===== config.mk =====
export PLATFORM = sky130hd
export DESIGN_NAME = que_rr_arbiter_flat
export DESIGN_NICKNAME = d
export VERILOG_FILES = /design/src/rtl/que_arb_pkg.sv /design/src/rtl/que_rr_arbiter_if.sv /design/src/rtl/que_rr_arbiter_rr_prior_sel.sv /design/src/rtl/que_rr_arbiter.sv /design/src/flat_wrapper.sv
export SDC_FILE = /design/constraint.sdc
export NUM_CORES = 1
export LEC_CHECK = 0
export CORE_UTILIZATION = 55
export CTS_CLUSTER_DIAMETER = 50
export DETAILED_ROUTE_END_ITERATION = 6
export GPL_ROUTABILITY_DRIVEN = 0
export PLACE_DENSITY = 0.79
export RECOVER_POWER = 25
export SLEW_MARGIN = 0
export SYNTH_ARGS = -nofsm -noshare
export SYNTH_HDL_FRONTEND = slang
export SYNTH_SLANG_ARGS = --single-unit

===== constraint.sdc =====
create_clock -name i_clk -period 6.8 [get_ports i_clk]
set_clock_uncertainty 0.1 [all_clocks]
set_input_delay 1.36 -clock i_clk [delete_from_list [all_inputs] [get_ports i_clk]]
set_output_delay 1.36 -clock i_clk [all_outputs]
set_load 0.03 [all_outputs]

===== src/rtl/que_arb_pkg.sv =====
// Shared types and width helpers for the queue-path request arbiter.
package que_arb_pkg;

  typedef enum logic {
    IDLE  = 1'b0,
    GRANT = 1'b1
  } arb_state_e;

  // Bits needed to encode values 0..count-1, never less than one.
  function automatic int width_of(input int count);
    int w;
    w = 1;
    while ((1 << w) < count) w++;
    return w;
  endfunction

endpackage


===== src/rtl/que_rr_arbiter_if.sv =====
// Request/grant bundle between the per-port queue request lines and the arbiter.
interface que_rr_arbiter_if #(
  parameter int NUM_REQ = 16
);
  import que_arb_pkg::*;

  localparam int SEL_W = width_of(NUM_REQ);

  logic [NUM_REQ-1:0] i_req;
  logic               i_release;
  logic               o_gnt_vld;
  logic [SEL_W-1:0]   o_gnt_sel;
  logic [NUM_REQ-1:0] o_gnt_onehot;
  logic               o_timeout;

  modport master (
    output i_req, i_release,
    input  o_gnt_vld, o_gnt_sel, o_gnt_onehot, o_timeout
  );

  modport slave (
    input  i_req, i_release,
    output o_gnt_vld, o_gnt_sel, o_gnt_onehot, o_timeout
  );

endinterface


===== src/rtl/que_rr_arbiter_rr_prior_sel.sv =====
// First-active-bit search over N bits beginning at a start index, wrapping
// modulo N. Produces found flag, binary index and one-hot of the winner.
module rr_prior_sel #(
  parameter int N     = 16,
  parameter int SEL_W = 4
) (
  input  logic [N-1:0]     i_active,
  input  logic [SEL_W-1:0] i_start,
  output logic             o_found,
  output logic [SEL_W-1:0] o_idx,
  output logic [N-1:0]     o_onehot
);

  function automatic logic [SEL_W-1:0] wrap_idx(input logic [SEL_W-1:0] start,
                                                input int offset);
    int sum;
    sum = int'(start) + offset;
    if (sum >= N) sum = sum - N;
    return SEL_W'(sum);
  endfunction

  // NOTE: every output gets a default before the loop so no path leaves a
  // value unassigned, which would otherwise infer a latch.
  always_comb begin
    o_found  = 1'b0;
    o_idx    = '0;
    o_onehot = '0;
    // Walk from the farthest offset back to the start so the nearest hit wins.
    for (int k = N - 1; k >= 0; k--) begin
      if (i_active[wrap_idx(i_start, k)]) begin
        o_found = 1'b1;
        o_idx   = wrap_idx(i_start, k);
      end
    end
    if (o_found) o_onehot[o_idx] = 1'b1;
  end

endmodule


===== src/rtl/que_rr_arbiter.sv =====
// Clocked N-way queue arbiter: fixed or round-robin selection, grant held until
// release, request withdrawal or hold timeout, back-to-back re-arbitration.
module que_rr_arbiter
  import que_arb_pkg::*;
#(
  parameter int   NUM_REQ  = 16,
  parameter logic TARGET   = 1'b1,
  parameter logic RR_EN    = 1'b1,
  parameter int   MAX_HOLD = 0
) (
  input  logic            i_clk,
  input  logic            i_rst,
  que_rr_arbiter_if.slave arb_if
);

  localparam int SEL_W  = width_of(NUM_REQ);
  localparam int HOLD_W = width_of(MAX_HOLD + 1);
  localparam logic [HOLD_W-1:0] HOLD_LAST = HOLD_W'((MAX_HOLD == 0) ? 0 : MAX_HOLD - 1);

  arb_state_e          r_state, w_nxt_state;
  logic [SEL_W-1:0]    r_sel, w_nxt_sel;
  logic [NUM_REQ-1:0]  r_onehot, w_nxt_onehot;
  logic [SEL_W-1:0]    r_rr_ptr, w_nxt_rr_ptr;
  logic [HOLD_W-1:0]   r_hold_cnt, w_nxt_hold_cnt;
  logic                r_timeout, w_nxt_timeout;

  logic [NUM_REQ-1:0]  w_active;
  logic [SEL_W-1:0]    w_start;
  logic                w_found;
  logic [SEL_W-1:0]    w_win_idx;
  logic [NUM_REQ-1:0]  w_win_onehot;
  logic                w_release;
  logic                w_hold_expire;

  function automatic logic [SEL_W-1:0] next_idx(input logic [SEL_W-1:0] idx);
    return (int'(idx) == NUM_REQ - 1) ? '0 : idx + SEL_W'(1);
  endfunction

  assign w_active = ~(arb_if.i_req ^ {NUM_REQ{TARGET}});

  // While a grant is held, the search already uses the post-exit pointer so a
  // release re-arbitrates in the same cycle with the releaser at lowest priority.
  assign w_start = (RR_EN == 1'b0)    ? '0 :
                   (r_state == GRANT) ? next_idx(r_sel) : r_rr_ptr;

  rr_prior_sel #(
    .N     (NUM_REQ),
    .SEL_W (SEL_W)
  ) u_prior_sel (
    .i_active (w_active),
    .i_start  (w_start),
    .o_found  (w_found),
    .o_idx    (w_win_idx),
    .o_onehot (w_win_onehot)
  );

  assign w_release     = arb_if.i_release || !w_active[r_sel];
  assign w_hold_expire = (MAX_HOLD != 0) && (r_hold_cnt == HOLD_LAST);

  always_comb begin
    w_nxt_state    = r_state;
    w_nxt_sel      = r_sel;
    w_nxt_onehot   = r_onehot;
    w_nxt_rr_ptr   = r_rr_ptr;
    w_nxt_hold_cnt = r_hold_cnt;
    w_nxt_timeout  = 1'b0;
    case (r_state)
      IDLE: begin
        if (w_found) begin
          w_nxt_state    = GRANT;
          w_nxt_sel      = w_win_idx;
          w_nxt_onehot   = w_win_onehot;
          w_nxt_hold_cnt = '0;
        end
      end
      GRANT: begin
        if (w_release || w_hold_expire) begin
          w_nxt_rr_ptr   = next_idx(r_sel);
          w_nxt_timeout  = !w_release;
          w_nxt_hold_cnt = '0;
          w_nxt_state    = w_found ? GRANT : IDLE;
          w_nxt_sel      = w_found ? w_win_idx : '0;
          w_nxt_onehot   = w_found ? w_win_onehot : '0;
        end else if ((MAX_HOLD != 0) && (r_hold_cnt != HOLD_LAST)) begin
          w_nxt_hold_cnt = r_hold_cnt + HOLD_W'(1);
        end
      end
    endcase
  end

  // NOTE: state registers use non-blocking assignments so every flop samples
  // the pre-edge values regardless of statement order.
  always_ff @(posedge i_clk) begin
    if (i_rst) begin
      r_state    <= IDLE;
      r_sel      <= '0;
      r_onehot   <= '0;
      r_rr_ptr   <= '0;
      r_hold_cnt <= '0;
      r_timeout  <= 1'b0;
    end else begin
      r_state    <= w_nxt_state;
      r_sel      <= w_nxt_sel;
      r_onehot   <= w_nxt_onehot;
      r_rr_ptr   <= w_nxt_rr_ptr;
      r_hold_cnt <= w_nxt_hold_cnt;
      r_timeout  <= w_nxt_timeout;
    end
  end

  assign arb_if.o_gnt_vld    = (r_state == GRANT);
  assign arb_if.o_gnt_sel    = r_sel;
  assign arb_if.o_gnt_onehot = r_onehot;
  assign arb_if.o_timeout    = r_timeout;

endmodule


===== src/flat_wrapper.sv =====
// flat-port wrapper written by rule: the top's interface ports become plain ports
module que_rr_arbiter_flat import que_arb_pkg::*;
#(
  parameter int   NUM_REQ  = 16,
  parameter logic TARGET   = 1'b1,
  parameter logic RR_EN    = 1'b1,
  parameter int   MAX_HOLD = 0
)
  (i_clk, i_rst, arb_if_i_req, arb_if_i_release, arb_if_o_gnt_vld, arb_if_o_gnt_sel, arb_if_o_gnt_onehot, arb_if_o_timeout);
  que_rr_arbiter_if #(.NUM_REQ(NUM_REQ)) arb_if_i ();
  input  logic i_clk;
  input  logic i_rst;
  input wire logic [$bits(arb_if_i.i_req)-1:0] arb_if_i_req;
  input wire logic [$bits(arb_if_i.i_release)-1:0] arb_if_i_release;
  output wire logic [$bits(arb_if_i.o_gnt_vld)-1:0] arb_if_o_gnt_vld;
  output wire logic [$bits(arb_if_i.o_gnt_sel)-1:0] arb_if_o_gnt_sel;
  output wire logic [$bits(arb_if_i.o_gnt_onehot)-1:0] arb_if_o_gnt_onehot;
  output wire logic [$bits(arb_if_i.o_timeout)-1:0] arb_if_o_timeout;
  assign arb_if_i.i_req = arb_if_i_req;
  assign arb_if_i.i_release = arb_if_i_release;
  assign arb_if_o_gnt_vld = arb_if_i.o_gnt_vld;
  assign arb_if_o_gnt_sel = arb_if_i.o_gnt_sel;
  assign arb_if_o_gnt_onehot = arb_if_i.o_gnt_onehot;
  assign arb_if_o_timeout = arb_if_i.o_timeout;
  que_rr_arbiter #(.NUM_REQ(NUM_REQ), .TARGET(TARGET), .RR_EN(RR_EN), .MAX_HOLD(MAX_HOLD)) u_core (.i_clk(i_clk), .i_rst(i_rst), .arb_if(arb_if_i));
endmodule

==> metrics.yaml <==
vias: 3462
yosysTopAreaCellShare_pct: 16.9
cp-end-kind: "register"
avgRoutedWirePerCell_um: 21.0
hold_depth: 1
yosys.area.top_type: "mux2i_1"
setup_slack_ns: 0.994
first_pass_iters: 6
groute.usage.overall_pct: 31.7
clock-sinks: 26
die_area_um2: 6670
drive_gt1_share_pct: 12.4
path_clk_slew_ns: 0.09
synth_fa_ha_area_share_pct: 2.87
worstMarginPinSlew_ns: 0.917
dieWidth_um: 81.7
drv_slew: 0
crit_arrival_ns: 5.91
synth_compound_area_share_pct: 23.7
ctsRootBufferMaster: "clkbuf_8"
port_buffers: 40
netlist_area_um2: 3490
post-place-ws_ns: 1.06
synth-simple-area-share_pct: 16.2
die_y_um: 81.7
grt_pass1_wl_mm: 16.3
synthArstFlopShare_pct: 0
antenna_found_initial: 0
ios: 41
fin_crit_sh_pct: 85.4
synth_xor_area_share_pct: 3.91
hold_viol_final: 0
hold_class: "reg2reg"
critPathMaxFanout: 19
ys.flop_type: "dfxtp_1"
seq_area_um2: 520
clockBufferDepth: 2
diodes: 0
synth_top_family_by_area: "multiplexers"
drv_cap: 0
htreeDepth: 1
grt_overflow: 0
power_density_nw_per_um2: 574
final_nets: 439
holdWs_ns: 0.362
syn_inst: 389
cts_tree: "done"
vias_per_cell: 7.12
setup-violations-final: 0
yosys_register_bits: 26
syn-num-nets: 416
outcome: "complete, no violations"
yosys_warnings: 0
ant_nets: 0
cts_setup_buffers: 0
drc: 0
clk_latency_ns: 0.27
grt_pass1_vias: 3188
nFillCells: 520
synth_edf_count: 0
totalPowerFinal_uw: 2260
p_leak_uw: 0.00154
rsz0062_at_grt: "no"
fin_tns_setup_ns: 0
vdd_drop_max_v: 0.000332
cp.required_ns: 6.90
multi_input_area_um2: 2800
ys_seq_area_share_pct: 14.9
start_kind: "register"
avgSynthCellArea_um2: 8.97
finalCriticalPeriod_ns: 5.81
cts_resized: 0
postCtsHoldBufs: 0
grt_max_degree: 24
rows: 28
synth_cell_types: 73
wirelength_mm: 10.2
first_iter_violations: 481
post-dp-hpwl_mm: 7.78
core_area_um2: 6030
synth_area_leaders: "mux2i_1 (17%), dfxtp_1 (15%), mux4_2 (11%)"
slew-limit-headroom_pct: 38.9
area_growth_pct: 12.8
start_util_pct: 57.9
cts_made_buffers: 3
max_freq_mhz: 172
synthMuxAreaShare_pct: 33.4
path_class: "reg2reg"
reg2regPathDepth: 15
[final cells by class]
cell class	count	share of cell area [%]
Multi-Input combinational cell	331	71.2
Sequential cell	26	13.2
Timing Repair Buffer	42	10.5
Tap cell	75	2.38
Clock buffer	3	1.05
Inverter	8	0.826
Clock inverter	1	0.763
[metrics by stage]
step                      util (%)  instance area, um^2  instances
final                         65.3                 3940        486
after global routing          65.3                 3940        486
after CTS                     65.3                 3940        486
after detailed placement      64.2                 3870        482
after global placement        64.2                 3870        482
after floorplan                  -                 3490        389
[worst paths after layout]
check	slack, ns	startpoint	endpoint
worst max register to register	0.99	u_core.arb_if.o_gnt_sel[0]	u_core.arb_if.o_gnt_onehot[9]
worst max-delay path	0.99	u_core.arb_if.o_gnt_sel[0]	u_core.arb_if.o_gnt_onehot[9]
worst min register to register	0.36	u_core.arb_if.o_gnt_onehot[13]	u_core.arb_if.o_gnt_onehot[13]
worst min-delay path	0.36	u_core.arb_if.o_gnt_onehot[13]	u_core.arb_if.o_gnt_onehot[13]
[worst max-delay path, stage by stage, from the launching register on]
cell	delay [ns]
dfxtp_1	0.62
ha_1	0.33
xor2_1	0.16
a21oi_2	0.73
inv_2	0.37
ha_1	0.39
nor2b_1	0.19
o211ai_1	0.11
o211ai_1	0.34
mux4_2	0.64
or2_2	0.31
and4b_1	0.25
and3_4	0.22
or2_1	0.23
and3b_1	0.55
o2bb2ai_1	0.17
[layer usage]
metal,vias to the layer above,GRT usage [%],part of all wire [%]
li1,1579,-,-
met1,1621,41.5,42
met2,225,51.7,46
met3,37,6.00,9.6
met4,0,11.6,2.6
met5,-,0,0
[flip-flops by register name, summed over array words and instances, names as in the netlist]
register / cells
u_core.arb_if.o_gnt_onehot: 16
u_core.arb_if.o_gnt_sel: 4
u_core.arb_if.o_gnt_vld: 1
u_core.arb_if.o_timeout: 1
u_core.r_rr_ptr: 4
[layout by cell type, fill, tap and decap left out, types with 9 or more instances in the layout]
master	Yosys	routed
dlygate4sd3_1	0	11
o2bb2ai_1	18	18
nand3_1	10	10
mux4_2	17	17
mux2_2	9	9
mux2i_1	59	58
nand2_1	24	24
a21oi_1	20	20
xnor2_1	9	9
dfxtp_1	26	26
nor2_1	31	31
clkdlybuf4s50_1	0	29
[where the power goes]
group / switching, uW / internal (uW)
combinational: 1140 / 745
sequential: 48.1 / 196
clock: 47.4 / 78.7
total: 1240 / 1020
[cell usage after synthesis (all sizes together), types with 4 or more instances]
master,count
a2111oi,4
a211oi,6
a21oi,21
a31oi,5
and3,8
buf,16
clkbuf,8
dfxtp,26
ha,8
inv,8
mux2,10
mux2i,60
mux4,19
nand2,24
nand2b,8
nand3,10
nor2,31
nor3,9
o211ai,7
o21ai,8
o2bb2ai,18
or2,5
xnor2,12
[cells by family (layout without fill, tap and decap cells)]
| family | count (synthesis) | count (layout) |
|---|---|---|
| adders and majority gates | 8 | 8 |
| xor gates and xnor gates | 13 | 13 |
| buffers and inverters | 32 | 54 |
| muxes | 89 | 89 |
| AOI/OAI and AO/OA | 109 | 109 |
| other | 1 | 1 |
| and+or+nand+nor | 111 | 111 |
| DFF | 26 | 26 |
No activity file was read; power rests on OpenSTA's default activity.
